$ cat config.mk
export PLATFORM = sky130hd
export DESIGN_NAME = seq_pattern_tx
export DESIGN_NICKNAME = d
export VERILOG_FILES = /design/src/rtl/seq_pattern_tx.sv
export SDC_FILE = /design/constraint.sdc
export NUM_CORES = 1
export LEC_CHECK = 0
export ABC_AREA = 1
export BUFFER_PORTS_ARGS = -buffer_cell sky130_fd_sc_hd__buf_4
export CAP_MARGIN = 0
export CORE_AREA = 2 2 80 82
export DETAILED_ROUTE_END_ITERATION = 16
export DIE_AREA = 0 0 82 84
export SYNTH_ARGS = -nofsm -noshare
export SYNTH_HDL_FRONTEND = slang
export SYNTH_SLANG_ARGS = --single-unit
$ cat constraint.sdc
create_clock -name clk -period 1.8 [get_ports clk]
set_input_delay 0.36 -clock clk [delete_from_list [all_inputs] [get_ports clk]]
set_output_delay 0.36 -clock clk [all_outputs]
set_load 0.03 [all_outputs]
$ cat src/rtl/seq_pattern_tx.sv
// Serial pattern transmitter: shifts a latched WIDTH-bit pattern out MSB-first for a
// programmable number of repetitions, with an optional idle gap between repetitions.
module seq_pattern_tx #(
  parameter int                WIDTH           = 4,
  parameter logic [WIDTH-1:0]  PATTERN_DEFAULT = 4'b1010,
  parameter int                REP_W           = 8,
  parameter int                GAP_W           = 4
) (
  input  logic             clk,
  input  logic             rst,
  input  logic             start,
  input  logic             use_default,
  input  logic [WIDTH-1:0] pattern,
  input  logic [REP_W-1:0] reps,
  input  logic [GAP_W-1:0] gap,
  input  logic             abort,
  output logic             out,
  output logic             out_valid,
  output logic             frame_start,
  output logic             busy,
  output logic             done
);

  // state | meaning
  // IDLE  | waiting for start, outputs quiet
  // SEND  | outputs currently show pat_q[idx]
  // GAP   | idle spacing between repetitions, gap_cnt cycles remaining incl. current
  typedef enum logic [1:0] {IDLE = 2'd0, SEND = 2'd1, GAP = 2'd2} state_t;

  localparam int            IW      = (WIDTH > 1) ? $clog2(WIDTH) : 1;
  localparam logic [IW-1:0] IDX_TOP = IW'(WIDTH - 1);

  state_t           state;
  logic [WIDTH-1:0] pat_q;
  logic [IW-1:0]    idx;
  logic [REP_W-1:0] reps_left;
  logic [GAP_W-1:0] gap_len;
  logic [GAP_W-1:0] gap_cnt;
  logic [WIDTH-1:0] pat_sel;

  assign pat_sel = use_default ? PATTERN_DEFAULT : pattern;

  always_ff @(posedge clk or posedge rst) begin
    if (rst) begin
      state       <= IDLE;
      pat_q       <= '0;
      idx         <= '0;
      reps_left   <= '0;
      gap_len     <= '0;
      gap_cnt     <= '0;
      out         <= 1'b0;
      out_valid   <= 1'b0;
      frame_start <= 1'b0;
      busy        <= 1'b0;
      done        <= 1'b0;
    end else begin
      done <= 1'b0;
      case (state)
        IDLE: begin
          out         <= 1'b0;
          out_valid   <= 1'b0;
          frame_start <= 1'b0;
          busy        <= 1'b0;
          if (start) begin
            pat_q     <= pat_sel;
            reps_left <= reps;
            gap_len   <= gap;
            idx       <= IDX_TOP;
            if (reps == '0) begin
              done <= 1'b1;
            end else begin
              state       <= SEND;
              out         <= pat_sel[WIDTH-1];
              out_valid   <= 1'b1;
              frame_start <= 1'b1;
              busy        <= 1'b1;
            end
          end
        end
        SEND: begin
          if (abort) begin
            state       <= IDLE;
            out         <= 1'b0;
            out_valid   <= 1'b0;
            frame_start <= 1'b0;
            busy        <= 1'b0;
          end else if (idx != '0) begin
            idx         <= idx - IW'(1);
            out         <= pat_q[idx - IW'(1)];
            frame_start <= 1'b0;
          end else if (reps_left == REP_W'(1)) begin
            state       <= IDLE;
            reps_left   <= '0;
            out         <= 1'b0;
            out_valid   <= 1'b0;
            frame_start <= 1'b0;
            busy        <= 1'b0;
            done        <= 1'b1;
          end else begin
            reps_left <= reps_left - REP_W'(1);
            if (gap_len != '0) begin
              state       <= GAP;
              gap_cnt     <= gap_len;
              out         <= 1'b0;
              out_valid   <= 1'b0;
              frame_start <= 1'b0;
            end else begin
              idx         <= IDX_TOP;
              out         <= pat_q[WIDTH-1];
              frame_start <= 1'b1;
            end
          end
        end
        GAP: begin
          if (abort) begin
            state   <= IDLE;
            gap_cnt <= '0;
            busy    <= 1'b0;
          end else if (gap_cnt == GAP_W'(1)) begin
            state       <= SEND;
            gap_cnt     <= '0;
            idx         <= IDX_TOP;
            out         <= pat_q[WIDTH-1];
            out_valid   <= 1'b1;
            frame_start <= 1'b1;
          end else begin
            gap_cnt <= gap_cnt - GAP_W'(1);
          end
        end
        default: begin
          state       <= IDLE;
          out         <= 1'b0;
          out_valid   <= 1'b0;
          frame_start <= 1'b0;
          busy        <= 1'b0;
        end
      endcase
    end
  end

endmodule
==> results.md <==
* Run status: complete, no violations
* YS warnings at 0
* Die area at 6890 µm²
* Via count at 1716
* # DRC at 0
* Antenna viol nets, final at 0
* Sequential element share of the synthesized area at 41.0%
* Netlist cell types at 25
* Cells along the critical path: inv_1 -> ha_1 -> o21ai_2 -> inv_4 -> o211ai_1 -> o21ai_0
* Worst-path clk slew at 0.06 ns
* Diode count at 0
* Die Wd at 82 µm
* Share of cells above drive strength 1 at 17.4%
* Max-slew headroom at ~70%
* Ys flop type: dfrtp_1
* CORE AREA at a little over 6000 µm²
* Period utilisation layout at between 90 and 100%
* Final GP Congestion at approximately 0.86
* CTS Buffer Depth at 2
* Fin. Hold Viols at 0
* First-pass GRT wire length at 7.39 mm
* Detailed Routing Iterations Pass 1 at 4
* Buffers on Ports at 25
* Pins Over Slew Limit at 0
* Vias in the first global route at 1710
* GRT Util Overall at 13.7%
* Net Count, Synth at approximately 280
* Largest net degree at the start of global routing at 30
* R2R Path Start: idx[0]
* Routed wire length at 4.21 mm
* Clock Tree Root: clkbuf_8
* Synth Register Bits at 29
* CP required at 1.96 ns
* Rows at 29
* Vias per inst at 4.70
* Final Setup Violations at 0
* Number of antenna violations at the first check in global routing at 0
* Max Freq at 603 MHz
* Crit Path Category: flop to flop
* Syn_area_per_cell at ~7 µm²
* Adder-Cell Fraction of Synth Area at 3.54%
* Leakage power at 1.10 nW
* Tmin final at between 1.5 and 2 ns
* Initial Util at 29.0%
* Layout Utilization at 35.7%
* Main combinational cell family by area after synthesis: simple AND/OR/NAND/NOR gates
* Worst Setup End Kind: flop
* Least-Margin Pin Slew at approximately 0.46 ns
* H-tree depth at 2
* RSZ-0062 raised after global routing: false
* Drt first-iter violations at 49
* FF-to-FF End: reps_left[1]
* Worst Path Buf+Inv at 2
* Hold-fix buffers, CTS at 0
* Post-synthesis simple-gate area fraction at about a third
* Complex-gate fraction of the synthesized area at 14.2%
* Post-synth EDFFs at 0
* Layout area overhead at 23.0%
* Worst r2r path cells at 6
* I/O pins at 26
* Placed cell area at 2070 µm²
* Avg WL per Cell at 11.5 µm
* Mux share of post-synthesis cell area at 0%
* CP Max Fanout at 9
* CTS buffer count at 5
* Startpoint types: flop
* Cells after DPL at 357
* Die H at 84 µm
* Max Cap Viol at 0
* Net count, final at 313
* Worst Path Arrival at 1.82 ns
* Largest stage delay, worst path at 0.42 ns
* Synth async-reset ratio at 100%
* Slowest library cell on the worst path: dfrtp_1
* Setup Fix Bufs, Post-CTS at 0
* Sink Count at 29
* Clk_skew at 0.00511 ns
* Clk Latency, worst-skew pair at roughly 0.28 ns
* Final Non-Filler Cells at 365
* Pwr dens at 1700 nW/µm²
* R2r setup slk at 0.14 ns
* VDD IR max at 0.615 mV
* Hpwl dp at 3.22 mm
* Top delay family on crit path: compound AO/OA/AOI/OAI gates
* Setup_tns at 0 ns
* Stages on worst setup path at 6
* CTS resizes at 0
* Gate Count Post-Synth at 253
* Fin area at 2180 µm²
* Hold Crit Class: primary input to asynchronous set/reset pin
* CTS tree: built
* Post-synthesis xor/xnor area fraction at 1.49%
* Syn Std Cell Area at 1770 µm²
* Total gr overflow at 0
* Tot Pwr at around 3.7 mW
[through the flow]
stage | setup WS, ns | hold slack [ns]
4_1_cts | 0.139 | 0.162
6_report | 0.142 | 0.144
3_3_place_gp | 0.196 | 0.464
2_1_floorplan | 0.365 | 0.438
3_5_place_dp | 0.142 | 0.463
5_1_grt | 0.00218 | 0.199
[cell usage after synthesis (2+ instances only)]
| cell type | instances | area [µm²] |
|---|---|---|
| o21ai_0 | 22 | 110 |
| nand2_2 | 4 | 25.0 |
| nand4_1 | 3 | 18.8 |
| ha_1 | 5 | 62.6 |
| nor2_4 | 2 | 22.5 |
| nor2_1 | 37 | 139 |
| inv_1 | 33 | 124 |
| nand2_1 | 63 | 236 |
| xor2_1 | 2 | 17.5 |
| nor2_2 | 2 | 12.5 |
| o22ai_1 | 3 | 18.8 |
| nand3_1 | 19 | 95.1 |
| dfrtp_1 | 29 | 726 |
| a21oi_1 | 18 | 90.1 |
[per-layer routing]
layer / GRT usage, % / up-vias / share of wire [%]
li1: - / 874 / -
met1: 17.5 / 789 / 46
met2: 22.4 / 48 / 47
met3: 3.03 / 5 / 5.5
met4: 5.00 / 0 / 1.2
met5: 0 / - / 0
[cell families after synthesis]
logic type / count (synthesis)
flip-flops: 29
buffers and inverters: 37
XOR/XNOR: 3
adder cells (fa/ha/maj): 5
AO/OA/AOI/OAI: 47
AND/OR/NAND/NOR: 132
[flip-flops by register name, indices dropped and copies added (netlist names)]
register and count:
reps_left 8, gap_cnt 4, gap_len 4, pat_q 4
idx 2, state 2, busy 1, done 1
frame_start 1, out 1, out_valid 1
[worst reg2reg max path: stages, from the launching register on]
cell and delay (ns):
dfrtp_1 0.42, inv_1 0.08, ha_1 0.30, o21ai_2 0.41, inv_4 0.12, o211ai_1 0.10
o21ai_0 0.10
[power by group]
part / switching, mW / internal, mW / total (mW)
clock network: 0.257 / 0.345 / 0.602
registers: 0.230 / 0.966 / 1.20
logic: 1.22 / 0.678 / 1.90
total: 1.71 / 1.99 / 3.70
[area by class of cell]
cell class | count | area [µm²]
Fill cell | 663 | 3920
Sequential cell | 29 | 726
Clock buffer | 7 | 96.3
Inverter | 35 | 134
Clock inverter | 1 | 5.00
Timing Repair Buffer | 29 | 218
Tap cell | 77 | 96.3
Multi-Input combinational cell | 187 | 901
[cells in the final DEF (no fill, tap or decap), types with 5 or more instances in the layout]
cell type,n
inv_1,33
buf_4,29
ha_1,5
o21ai_0,22
a21oi_1,18
nand2_1,63
dfrtp_1,29
nor2_1,37
clkbuf_8,7
nand3_1,19
[how the worst max path moves through the flow]
stage | startpoint | end
after floorplan | idx[0] | reps_left[1]
after global placement | idx[0] | reps_left[1]
after detailed placement | idx[0] | reps_left[1]
after CTS | idx[0] | reps_left[1]
after global routing | gap_cnt[1] | idx[0]
final | idx[0] | reps_left[1]
No activity file was read; power rests on OpenSTA's default activity.
